## src/rtl/ps2_pkg.sv

```systemverilog
// Shared PS/2 Set-2 constants, decoder state encoding and byte classification.
package ps2_pkg;

  localparam logic [7:0] PS2_EXT     = 8'hE0;
  localparam logic [7:0] PS2_BRK     = 8'hF0;
  localparam logic [7:0] PS2_ERR0    = 8'h00;
  localparam logic [7:0] PS2_ERR1    = 8'hFF;
  localparam logic [7:0] PS2_RESEND  = 8'hFE;
  localparam logic [7:0] PS2_BATFAIL = 8'hFC;

  typedef enum logic [1:0] {
    ST_IDLE    = 2'd0,
    ST_EXT     = 2'd1,
    ST_BRK     = 2'd2,
    ST_EXT_BRK = 2'd3
  } ps2_state_e;

  // Keyboard error / resend codes never form part of a key sequence.
  function automatic logic is_err_byte(input logic [7:0] b);
    return (b == PS2_ERR0) || (b == PS2_ERR1) || (b == PS2_RESEND) || (b == PS2_BATFAIL);
  endfunction

endpackage

```

## src/rtl/ps2_timeout_counter.sv

```systemverilog
// Inter-byte watchdog: counts enabled cycles since the last clear and pulses
// expire in the cycle the count sits at TIMEOUT_CYCLES-1 without a clear.
module ps2_timeout_counter #(
  parameter int TIMEOUT_CYCLES = 100000
) (
  input  logic clk,
  input  logic rst,
  input  logic clr,
  input  logic en,
  output logic expire
);

  localparam int CNT_W = (TIMEOUT_CYCLES > 1) ? $clog2(TIMEOUT_CYCLES) : 1;
  localparam logic [CNT_W-1:0] TERM = CNT_W'(TIMEOUT_CYCLES - 1);

  logic [CNT_W-1:0] cnt_q, cnt_d;

  // Clear dominates; the terminal count wraps to zero as it raises expire.
  always_comb begin
    cnt_d  = cnt_q;
    expire = 1'b0;
    if (clr) begin
      cnt_d = '0;
    end else if (en) begin
      if (cnt_q == TERM) begin
        cnt_d  = '0;
        expire = 1'b1;
      end else begin
        cnt_d = cnt_q + CNT_W'(1);
      end
    end
  end

  // Counter register.
  always_ff @(posedge clk or posedge rst) begin
    if (rst) cnt_q <= '0;
    else     cnt_q <= cnt_d;
  end

endmodule

```

## src/rtl/ps2_scancode_decoder.sv

```systemverilog
// PS/2 Set-2 scan-code decoder: folds E0/F0 prefixes into single key events,
// flags error bytes and stalled sequences, and keeps a 3-byte raw history.
module ps2_scancode_decoder
  import ps2_pkg::*;
#(
  parameter int TIMEOUT_CYCLES = 100000
) (
  input  logic        clk,
  input  logic        i_sclr,
  input  logic        i_valid,
  input  logic [7:0]  i_data,
  output logic        o_key_valid,
  output logic [7:0]  o_key_code,
  output logic        o_key_ext,
  output logic        o_key_break,
  output logic        o_err,
  output logic        o_busy,
  output logic [23:0] o_history
);

  ps2_state_e  state_q, state_d;
  logic        key_valid_q, key_valid_d;
  logic [7:0]  key_code_q, key_code_d;
  logic        key_ext_q, key_ext_d;
  logic        key_break_q, key_break_d;
  logic        err_q, err_d;
  logic        busy_q, busy_d;
  logic [23:0] history_q, history_d;
  logic        expire;

  // The watchdog only runs while a prefix is pending; any byte restarts it.
  ps2_timeout_counter #(
    .TIMEOUT_CYCLES(TIMEOUT_CYCLES)
  ) u_timeout (
    .clk   (clk),
    .rst   (i_sclr),
    .clr   (i_valid || (state_q == ST_IDLE)),
    .en    (state_q != ST_IDLE),
    .expire(expire)
  );

  // Sequence parser; a received byte always wins over a same-cycle timeout.
  always_comb begin
    state_d     = state_q;
    key_valid_d = 1'b0;
    key_code_d  = key_code_q;
    key_ext_d   = key_ext_q;
    key_break_d = key_break_q;
    err_d       = 1'b0;
    history_d   = history_q;
    if (i_valid) begin
      history_d = {history_q[15:0], i_data};
      state_d   = ST_IDLE;
      case (state_q)
        ST_IDLE: begin
          if (i_data == PS2_EXT)      state_d = ST_EXT;
          else if (i_data == PS2_BRK) state_d = ST_BRK;
          else if (is_err_byte(i_data)) err_d = 1'b1;
          else begin
            key_valid_d = 1'b1;
            key_code_d  = i_data;
            key_ext_d   = 1'b0;
            key_break_d = 1'b0;
          end
        end
        ST_EXT: begin
          if (i_data == PS2_BRK)      state_d = ST_EXT_BRK;
          else if (i_data == PS2_EXT) state_d = ST_EXT;
          else if (is_err_byte(i_data)) err_d = 1'b1;
          else begin
            key_valid_d = 1'b1;
            key_code_d  = i_data;
            key_ext_d   = 1'b1;
            key_break_d = 1'b0;
          end
        end
        ST_BRK, ST_EXT_BRK: begin
          if ((i_data == PS2_EXT) || (i_data == PS2_BRK) || is_err_byte(i_data)) begin
            err_d = 1'b1;
          end else begin
            key_valid_d = 1'b1;
            key_code_d  = i_data;
            key_ext_d   = (state_q == ST_EXT_BRK);
            key_break_d = 1'b1;
          end
        end
        default: state_d = ST_IDLE;
      endcase
    end else if (expire) begin
      err_d   = 1'b1;
      state_d = ST_IDLE;
    end
    busy_d = (state_d != ST_IDLE);
  end

  // State and registered outputs.
  always_ff @(posedge clk or posedge i_sclr) begin
    if (i_sclr) begin
      state_q     <= ST_IDLE;
      key_valid_q <= 1'b0;
      key_code_q  <= '0;
      key_ext_q   <= 1'b0;
      key_break_q <= 1'b0;
      err_q       <= 1'b0;
      busy_q      <= 1'b0;
      history_q   <= '0;
    end else begin
      state_q     <= state_d;
      key_valid_q <= key_valid_d;
      key_code_q  <= key_code_d;
      key_ext_q   <= key_ext_d;
      key_break_q <= key_break_d;
      err_q       <= err_d;
      busy_q      <= busy_d;
      history_q   <= history_d;
    end
  end

  assign o_key_valid = key_valid_q;
  assign o_key_code  = key_code_q;
  assign o_key_ext   = key_ext_q;
  assign o_key_break = key_break_q;
  assign o_err       = err_q;
  assign o_busy      = busy_q;
  assign o_history   = history_q;

endmodule

```

## config.mk

```make
export PLATFORM = sky130hd
export DESIGN_NAME = ps2_scancode_decoder
export DESIGN_NICKNAME = d
export VERILOG_FILES = /design/src/rtl/ps2_pkg.sv /design/src/rtl/ps2_timeout_counter.sv /design/src/rtl/ps2_scancode_decoder.sv
export SDC_FILE = /design/constraint.sdc
export NUM_CORES = 1
export LEC_CHECK = 0
export ABC_CLOCK_PERIOD_IN_PS = 4000
export CAP_MARGIN = 30
export CORE_MARGIN = 8
export CORE_UTILIZATION = 45
export CTS_BUF_LIST = sky130_fd_sc_hd__clkbuf_4 sky130_fd_sc_hd__clkbuf_8
export CTS_CLUSTER_SIZE = 12
export DETAILED_ROUTE_END_ITERATION = 8
export GPL_TIMING_DRIVEN = 0
export PLACE_DENSITY = 0.71
export RECOVER_POWER = 50
export SKIP_LAST_GASP = 1
export SLEW_MARGIN = 20
export SYNTH_ARGS = -nofsm -noshare
export SYNTH_HDL_FRONTEND = slang
export SYNTH_HIERARCHICAL = 1
export SYNTH_SLANG_ARGS = --single-unit
```

## constraint.sdc

```tcl
create_clock -name clk -period 4 [get_ports clk]
set_input_delay 1 -clock clk [delete_from_list [all_inputs] [get_ports clk]]
set_output_delay 1 -clock clk [all_outputs]
set_load 0.05 [all_outputs]
```

## After elaboration in Yosys (flattened, before gate mapping)

Index checks and enable logic that the tools add are counted.
Widths: inputs -> output; s select.

| word-level totals | value |
|---|---|
| input port bits | 11 |
| logic and storage cells | 92 |
| output and inout bits | 37 |
| bits in registers | 56 |

| cells by class | value |
|---|---|
| reductions and logical operators | 14 |
| add/subtract/negate cells | 1 |
| equality and inequality tests | 16 |
| multiplexer cells | 52 |

Operators with widths:

| operator | number |
|---|---|
| $mux 17 | 3 |
| $mux 8 | 6 |
| $eq 8x8->1 const B | 5 |
| $mux 1 | 32 |
| $pmux 8 s3 | 1 |
| $add 17x1->17 const B | 1 |
| $eq 17x17->1 const B | 1 |
| $ne 2x2->1 const B | 7 |
| $pmux 1 s3 | 4 |
| $mux 2 | 5 |
| $logic_not 8->1 | 1 |
| $reduce_and 8->1 | 1 |
| $logic_or 1x1->1 | 6 |
| $reduce_and 6->1 | 1 |
| $reduce_bool 2->1 | 3 |
| $eq 2x2->1 const B | 2 |
| $pmux 2 s2 | 1 |
| $eq 2x1->1 const B | 1 |
| $logic_not 2->1 | 1 |
| $reduce_or 2->1 | 1 |

## Depth between registers and ports, before layout

Gate-level depths: netlist (run 1).

| logic depth | value |
|---|---|
| depth after elaboration | 9 |
| mapped depth | 9 |
| mapped depth without buffers | 8 |

## Hierarchy

The synthesis (run 1) kept the hierarchy.

By module, submodules not included:

| module | area an instance (sq um) | cells each | instances | seq. area each (sq um) |
|---|---|---|---|---|
| ps2_scancode_decoder | 1,540.2 | 103 | 1 | 975.9 |
| ps2_timeout_counter | 945.9 | 105 | 1 | 425.4 |

## Worst setup path before layout (run 1)

OpenSTA, ideal clock, no wires.

| timing | value |
|---|---|
| path type | input port to flip-flop |
| start point | input i_data[0] |
| end point | register key_code_q[0] (netlist: o_key_code[0]) |
| buffers on the path | 1 |
| slack | 1,605 ps |
| data arrival time | 2,270 ps |
| setup time | 125 ps |
| cell stages on the path | 4 |
| required time | 3,875 ps |
| cell sequence | or4_4 > a31oi_1 > buf_4 > mux2_2 |

| between the ends | value |
|---|---|
| word-level cells in the longest chain between the ends | 8 |
| elaborated cells on any way between the ends | 24 |
| those cells by class | eq/ne: 10; mux: 7; reduce/logical: 7 |

RTL lines:

| element | RTL line | RTL |
|---|---|---|
| start, declared | ps2_scancode_decoder.sv:11 | `input logic [7:0] i_data,` |
| $eq 8x8->1 / $logic_not 8->1 (equally long branches) | ps2_pkg.sv:20 | `return (b == PS2_ERR0) \|\| (b == PS2_ERR1) \|\| (b == PS2_RESEND) \|\| (b == PS2_BATFAIL);` |
| $logic_or 1x1->1 (3 in a row) | ps2_pkg.sv:20 |  |
| $mux 8 | ps2_scancode_decoder.sv:58, ps2_scancode_decoder.sv:69 |  |
| $mux 8, on equally long branches | ps2_scancode_decoder.sv:68, ps2_scancode_decoder.sv:57 |  |
| $mux 8, on equally long branches | ps2_scancode_decoder.sv:67, ps2_scancode_decoder.sv:56 |  |
| $pmux 8 s3 | ps2_scancode_decoder.sv:54 | `case (state_q)` |
| end signal, assigned | ps2_scancode_decoder.sv:110 | `key_code_q <= key_code_d;` |
| end, declared | ps2_scancode_decoder.sv:23 | `logic [7:0] key_code_q, key_code_d;` |

Parallel ways exist; a longest one is shown, timed or not. The select of a mux whose other input is x is not followed.
A chain may end at the register's enable or synchronous reset.

==> flow_summary.ini, run 1 <==
[synth]
seq_area_frac_synth_pct = 56.4
synth_seq_cells = 56
synthArstFlopShare_pct = 100
synth_top_cells_by_count = dfrtp_1, mux2_2, nand2_1
yosys_warnings = 6
synth_top_area_share_pct = 56.4
avgSynthCellArea_sq_um = 12.0
yosysTopAreaCell = dfrtp_1
synth.area.top_cells = dfrtp_1, mux2_2, nand2_1
netlist_instances = 208
synth_top_flop_cell = dfrtp_1
synthesis.area_sq_mm = 0.00249
synth_edf_count = 0
synth_cell_types = 38
synthMostInstantiatedCell = dfrtp_1
syn_nets = 220

[setup_path]
critPathMaxFanout = 29
worst_path_max_delay_cell = clkbuf_1
path_cells = dlygate4sd3_1, inv_1, clkbuf_1
end_kind = async pin
crit_path_start_kind = primary input
max_stage_delay_ns = 1.16
crit_start = i_sclr
crit_family = buffers and inverters
crit_buf_inv = 3
cp.arrival_ns = 3.03
required_ns = 4.15
path_class = primary input to async pin
r2r-start = state_q[1]

[place]
gp_congestion = 0.811
portBuffers = 47
hpwl_um = 4060

[sta]
maxSlewHeadroom_pct = -3.02
final-setup-viol-count = 0
clock_skew_ns = 0.00999
maxSlewViolCount = 30
rsz0062_at_grt = false
period_share_pct = 72.2
tightest_slew_ns = 1.55
max_freq_mhz = 346
fin_crit_ns = 2.89
finalHoldViolCount = 0
fin_tns_setup_ns = 0

[layout]
nFillCells = 447
drive_above_1_share_pct = 20.1
multiInputGateArea_sq_mm = 0.00102
seq_area_sq_mm = 0.00140
antenna_cells = 0
layout.nets = 275
syn2layout_area_growth_pct = 26.6

[die]
die_h_um = 90.3
io_pins = 48
core_sq_mm = 0.00541
dieArea_sq_mm = 0.00816
rows = 27
die_w_um = 90.3
initial_core_util_pct = 46.0

[drt]
vias = 1783
postRouteAntennaNets = 0
firstDrtPassIters = 4
drcViolationCount = 0
drt_iter0_drc = 82
drt-total-wl_um = 5570
wl_per_cell_um = 16.6
vias_per_cell = 5.31

[clock_tree]
cts_tree = done
postCtsHoldBufs = 0
postCtsResizedCells = 0
cts_made_buffers = 5
clk_pin_slew_ns = 0.09
insertion_delay_ns = 0.31
cts_buffer_depth = 2
htreeDepth = 2
clkSinkCount = 56
cts_root_buffer = clkbuf_8
cts_setup_buffers = 0

[hold_path]
min_from = o_history[23]
hold_class = flop to flop

[pwr]
p_leak_nw = 1.30
power_mw = 1.32
switchingPower_mw = 0.438
p_clk_share_pct = 24.2
seqPwrFrac_pct = 48.5
combPwrFrac_pct = 27.3
power_density_mw_per_mm2 = 419
peakVddDrop_mv = 0.219
swShare_pct = 33.2
internal-power_mw = 0.882

[global_routing]
met2_usage_pct = 22.3
antenna_found_initial = 0
grt_util_met3_pct = 4.74
grt.overflow.total = 0
grt_pass1_wl_um = 9550
grt_max_degree = 30
top_usage_layer = met2
grt_use_met1_pct = 18.1
grtUsageTotal_pct = 14.2
first_global_vias = 1881

[flow_run]
cap_violations = 1

[run_status]
outcome = finished, violations left
violations = max-capacitance violations, max-slew violations
[kinds of logic (layout without fill, tap and decap cells)]
family          Yosys count  in the layout  synth area share (%)
simple gates             71             71                  15.4
flops                    56             56                  56.4
fa+ha+maj                 1              1                 0.503
compound gates           26             26                  7.70
mux                      34             34                  15.4
buf+inv                  14             70                  2.57
xor+xnor                  6              6                  2.11
[area by class of cell]
cell class / instances / area share [%]
flip-flops and latches: 56 / 44.5
multi-input cells: 138 / 32.4
repair buffers: 48 / 15.1
well taps: 72 / 2.86
clock buffers: 6 / 2.62
inverters: 9 / 1.07
plain buffers: 5 / 0.954
clock inverters: 2 / 0.437
[path summary, 6_finish.rpt]
kind,slack (ns),depth (start not counted),end
max,1.11,3,o_key_ext
min,0.51,1,o_history[23]
max reg2reg,1.78,6,u_timeout/cnt_q[7]
min reg2reg,0.51,1,o_history[23]
max in group clk,1.24,6,o_key_ext
min in group asynchronous,1.13,2,o_busy
[registers in the layout (all words and copies together) (netlist names)]
register and flops:
o_key_valid 1, o_err 1, o_key_code 8, o_busy 1, state_q 2, o_key_ext 1, o_key_break 1, u_timeout/cnt_q 17
o_history 24
[power by group through the flow]
stage / clock (mW) / sequential [mW] / combinational (mW)
floorplan: 0 / 0.813 / 0.0683
global placement: 0 / 0.649 / 0.364
detailed placement: 0 / 0.651 / 0.366
CTS: 0.332 / 0.641 / 0.368
global route: 0.348 / 0.647 / 0.377
finish: 0.319 / 0.640 / 0.361
[through the flow]
step / worst slack, ns / util, % / area (sq um) / hold WS, ns / instances
3_3_place_gp: 0.967 / 56.4 / 3050 / 0.487 / 327
2_1_floorplan: 1.61 / - / 2490 / 0.466 / 208
6_report: 1.11 / 58.2 / 3150 / 0.514 / 336
3_5_place_dp: 0.932 / 56.7 / 3070 / 0.493 / 328
4_1_cts: 1.26 / 58.5 / 3160 / 0.521 / 336
5_1_grt: 0.632 / 58.2 / 3150 / 0.533 / 336
[layout by cell type (no fill, tap or decap), drive strengths merged, types with 8 or more instances in the layout]
| master | netlist | routed |
|---|---|---|
| dfrtp | 56 | 56 |
| o21ai | 8 | 8 |
| nor2 | 13 | 13 |
| mux2 | 34 | 34 |
| clkdlybuf4s50 | 0 | 45 |
| clkbuf | 3 | 10 |
| nand3 | 11 | 11 |
| inv | 9 | 10 |
| nand2 | 16 | 16 |
[metal layers]
metal  part of all wire, %  up-vias
met1                    47      880
met3                   5.3        7
met5                     0        -
met2                    46       37
met4                   1.0        0
li1                      -      859
(Power assumes the default switching activity.)
==> run 2, diff against run 1 <==
- ABC_CLOCK_PERIOD_IN_PS: 4000 -> 2580
- PLACE_DENSITY: 0.71 -> 0.74
- clock period: 4 -> 2.58 ns (I/O delays scaled with it)
==> run 2 against run 1 <==
  * The run now ends clean
  * Routed wire length increased by 2.2%
  * Sequential share of layout area increased by 0.29 points
  * Setup slack got worse by 0.95 ns
  * Die area unchanged
  * Sequential power increased by 55%
  * Total power increased by 54%
  * Design area decreased by 0.64%
  * Hold slack improved by 0.00068 ns
  * First-iteration DRC count increased by 23%
  * Clock power increased by 51%
  * Critical path type is now primary input to flop
  * Largest cell class unchanged
==> flow_summary.ini, run 2 (synthesis results as in run 1) <==
[clock_tree]
clkSinkCount = 56
cts_tree = done
htreeDepth = 2
cts_buffer_depth = 2
postCtsResizedCells = 0
clk_pin_slew_ns = 0.09
postCtsHoldBufs = 0
cts_root_buffer = clkbuf_8
cts_setup_buffers = 0
insertion_delay_ns = 0.31
cts_made_buffers = 5

[die]
dieArea_sq_mm = 0.00816
io_pins = 48
die_w_um = 90.3
initial_core_util_pct = 46.0
die_h_um = 90.3
rows = 27
core_sq_mm = 0.00541

[layout]
utilization_pct = 57.8
nFillCells = 457
antenna_cells = 0
layout.nets = 275
drive_above_1_share_pct = 20.1
syn2layout_area_growth_pct = 25.8
final_common_cell = dfrtp_1
largest_reg_flops = 24
final_cell_mix = dfrtp_1, clkdlybuf4s50_1, mux2_2

[sta]
final-setup-viol-count = 0
setup_ws_ns = 0.168
tightest_slew_ns = 0.741
fin_crit_ns = 2.41
finalHoldViolCount = 0
period_share_pct = 93.5
fin_tns_setup_ns = 0
maxSlewViolCount = 0
max_freq_mhz = 415
clock_skew_ns = 0.0105
rsz0062_at_grt = false
maxSlewHeadroom_pct = 50.6

[global_routing]
grt_pass1_wl_um = 9720
antenna_found_initial = 0
first_global_vias = 1943
grt_max_degree = 31
grt.overflow.total = 0
grtUsageTotal_pct = 14.7

[pwr]
p_leak_nw = 1.29
peakVddDrop_mv = 0.399
power_mw = 2.04
power_density_mw_per_mm2 = 652

[drt]
wl_per_cell_um = 16.9
firstDrtPassIters = 4
drt_iter0_drc = 101
vias_per_cell = 5.34
vias = 1795
postRouteAntennaNets = 0
drcViolationCount = 0
drt-total-wl_um = 5690

[setup_path]
r2r-start = u_timeout/cnt_q[0]
cp.arrival_ns = 2.60
max_stage_delay_ns = 0.58
rrSetupSlack_ns = 0.33
end_kind = flop
r2r_cells = 7
crit_path_start_kind = primary input
r2r_end = u_timeout/cnt_q[11]
required_ns = 2.77
critPathMaxFanout = 10
path_class = primary input to flop
path_cells = clkdlybuf4s50_1, or4_4, a31oi_1, buf_4, mux2_2
worst_path_max_delay_cell = or4_4

[hold_path]
hold_class = flop to flop
min_from = o_key_code[6]
holdPathStages = 1
holdPathEnd = o_key_code[6]

[place]
hpwl_um = 4120
place_ws_ns = -0.138
portBuffers = 47
gp_congestion = 0.876

[flow_run]
cap_violations = 0

[run_status]
outcome = finished clean
## run 2: cell types whose count changed in the layout (fill, tap and decap cells not counted)
cell	change
clkinvlp_4	+1
clkbuf_2	+1
clkbuf_8	-1
clkbuf_1	-1
a31oi_4	-1
a31oi_1	+1
## run 2: routing by layer
metal	up-vias	global-route usage, %	share of wire [%]
li1	853	-	-
met1	899	17.7	45
met2	41	24.3	49
met3	2	4.82	5.4
met4	0	4.44	0.56
met5	-	0	0
## run 2: report_power, final
| part | internal (mW) | switching [mW] | leakage (nW) |
|---|---|---|---|
| sequential | 0.949 | 0.0442 | 0.706 |
| combinational | 0.199 | 0.364 | 0.545 |
| clock | 0.193 | 0.288 | 0.0445 |
## run 2: final cells by class
| type | instances | area (sq um) | area share [%] |
|---|---|---|---|
| Sequential cell | 56 | 1400 | 44.8 |
| Clock inverter | 3 | 21.3 | 0.680 |
| Tap cell | 72 | 90.1 | 2.88 |
| Buffer | 5 | 30.0 | 0.960 |
| Clock buffer | 5 | 68.8 | 2.20 |
| Timing Repair Buffer | 48 | 475 | 15.2 |
| Inverter | 9 | 33.8 | 1.08 |
| Multi-Input combinational cell | 138 | 1010 | 32.2 |
## run 2: worst max-delay path by stage
stage | slack, ns | from | endpoint | depth (start not counted)
after floorplan | 0.54 | i_data[0] | o_key_code[0] | 4
after global placement | -0.09 | i_data[1] | o_key_code[6] | 5
after detailed placement | -0.14 | i_data[0] | o_key_code[5] | 5
after CTS | 0.18 | i_data[0] | o_key_code[5] | 5
after global routing | 0.09 | i_valid | u_timeout/cnt_q[16] | 7
final | 0.17 | i_data[0] | o_key_code[6] | 5
## run 2: critical path: cells and delay by family
family,cells,cell delay [ns]
buffers and inverters,2,0.73
AO/OA/AOI/OAI,1,0.29
AND/OR/NAND/NOR,1,0.58
multiplexers,1,0.35
## run 2: per-stage QoR
stage | std cells | instance area, sq um | hold WS [ns]
global placement | 327 | 3050 | 0.489
global route | 336 | 3130 | 0.521
floorplan | 208 | 2490 | 0.466
detailed placement | 328 | 3070 | 0.495
finish | 336 | 3130 | 0.514
CTS | 336 | 3160 | 0.517
==> run 3, diff against run 2 <==
- PLACE_DENSITY: 0.74 -> default
- PLACE_DENSITY_LB_ADDON: default -> 0.2
==> run 3 against run 2 <==
  * Setup slack improved by 0.030 ns
  * Count of clock-buffer cells in the layout unchanged
  * Critical path depth decreased by 1
  * Via count decreased by 0.67%
  * Design area increased by 0.28%
  * First-iteration DRC count unchanged
  * Core utilization increased by 0.16 points
  * Register-to-register slack improved by 0.03 ns
  * Fmax increased by 1.3%
  * Die area unchanged
  * Total power decreased by 1.1%
  * Clock skew decreased by 0.00067 ns
  * Critical path type unchanged
  * Critical endpoint is now o_history[22]
  * Largest cell class unchanged
==> flow_summary.ini, run 3 (synthesis results as in run 1) <==
[setup_path]
critPathMaxFanout = 10
path_class = primary input to flop
required_ns = 2.78
cp.arrival_ns = 2.58
crit_path_start_kind = primary input
end_kind = flop

[flow_run]
cap_violations = 0

[sta]
period_share_pct = 92.3
maxSlewViolCount = 0
clock_skew_ns = 0.00987
max_freq_mhz = 420
finalHoldViolCount = 0
fin_tns_setup_ns = 0
hold_slack_ns = 0.512
final-setup-viol-count = 0
tightest_slew_ns = 0.653
maxSlewHeadroom_pct = 56.4
rsz0062_at_grt = false
fin_crit_ns = 2.38

[global_routing]
antenna_found_initial = 0
grtUsageTotal_pct = 13.5
grt_pass1_wl_um = 9040
first_global_vias = 1791
grt_max_degree = 24
grt.overflow.total = 0

[pwr]
switchingPower_mw = 0.676
power_density_mw_per_mm2 = 643
p_leak_nw = 1.29
combPwrFrac_pct = 27.6
swShare_pct = 33.5
peakVddDrop_mv = 0.409
p_clk_share_pct = 23.3
seqPwrFrac_pct = 49.1
internal-power_mw = 1.34

[clock_tree]
cts_setup_buffers = 0
clkSinkCount = 56
htreeDepth = 2
postCtsHoldBufs = 0
cts_tree = done
cts_root_buffer = clkbuf_8
clk_pin_slew_ns = 0.10
cts_buffer_depth = 2
postCtsResizedCells = 0
insertion_delay_ns = 0.30
cts_made_buffers = 5

[drt]
vias_per_cell = 5.31
drt-total-wl_um = 5320
firstDrtPassIters = 4
drt_iter0_drc = 101
wl_per_cell_um = 15.8
vias = 1783
drcViolationCount = 0
postRouteAntennaNets = 0

[place]
gp_congestion = 0.789
portBuffers = 47
hpwl_um = 4010

[layout]
utilization_pct = 58.0
final_cell_mix = dfrtp_1, clkdlybuf4s50_1, mux2_2
largest_reg_flops = 24
final_common_cell = dfrtp_1
drive_above_1_share_pct = 20.5
syn2layout_area_growth_pct = 26.1
layout.nets = 275
antenna_cells = 0

[die]
io_pins = 48
core_sq_mm = 0.00541
dieArea_sq_mm = 0.00816
die_w_um = 90.3
initial_core_util_pct = 46.0
die_h_um = 90.3
rows = 27

[hold_path]
hold_class = flop to flop

[run_status]
outcome = finished clean
run 3: changes by cell type in the layout (fill, tap and decap cells not counted):
cell	delta
a31oi_1	-1
a31oi_4	+1
buf_6	-1
clkbuf_2	+1
run 3: layout make-up:
class,instances,area [sq um]
Tap cell,72,90.1
Buffer,5,23.8
Sequential cell,56,1400
Multi-Input combinational cell,138,1020
Inverter,9,33.8
Fill cell,494,2270
Clock inverter,3,21.3
Timing Repair Buffer,48,475
Clock buffer,5,68.8
run 3: critical path, cell delays in order:
cell           delay (ns)
dlygate4sd3_1        0.56
clkbuf_1             0.42
clkbuf_1             0.54
mux2_2               0.40
run 3: metrics by stage:
step	total power, mW	std cells	cell area (sq um)	setup slack [ns]
after floorplan	1.37	208	2490	0.540
after CTS	2.06	336	3160	0.224
after global routing	2.11	336	3140	0.0882
after detailed placement	1.58	328	3070	-0.102
after global placement	1.56	327	3050	-0.0985
final	2.02	336	3140	0.198
run 3: layer usage:
layer,share of wire (%),track usage (%),routed length [um],up-vias
met2,47,20.9,2490,39
met4,0.96,2.91,51,0
li1,-,-,-,862
met1,46,18.0,2470,878
met3,5.7,4.24,304,4
met5,0,0,0,-
run 3: power by group through the flow:
stage	clock (mW)	combinational (mW)	sequential [mW]
6_report	0.470	0.555	0.990
2_1_floorplan	0	0.106	1.26
3_3_place_gp	0	0.560	1.00
4_1_cts	0.498	0.570	0.991
3_5_place_dp	0	0.568	1.01
5_1_grt	0.526	0.579	1.00
run 3: final timing paths:
kind | startpoint | cells after the start | to | slack (ns)
min | o_history[17] | 1 | o_history[17] | 0.51
min reg2reg | o_history[17] | 1 | o_history[17] | 0.51
max in group asynchronous | i_sclr | 3 | o_key_valid | 0.73
max | i_valid | 4 | o_history[22] | 0.20
min in group asynchronous | i_sclr | 2 | o_err | 0.86
max reg2reg | state_q[1] | 6 | u_timeout/cnt_q[7] | 0.36
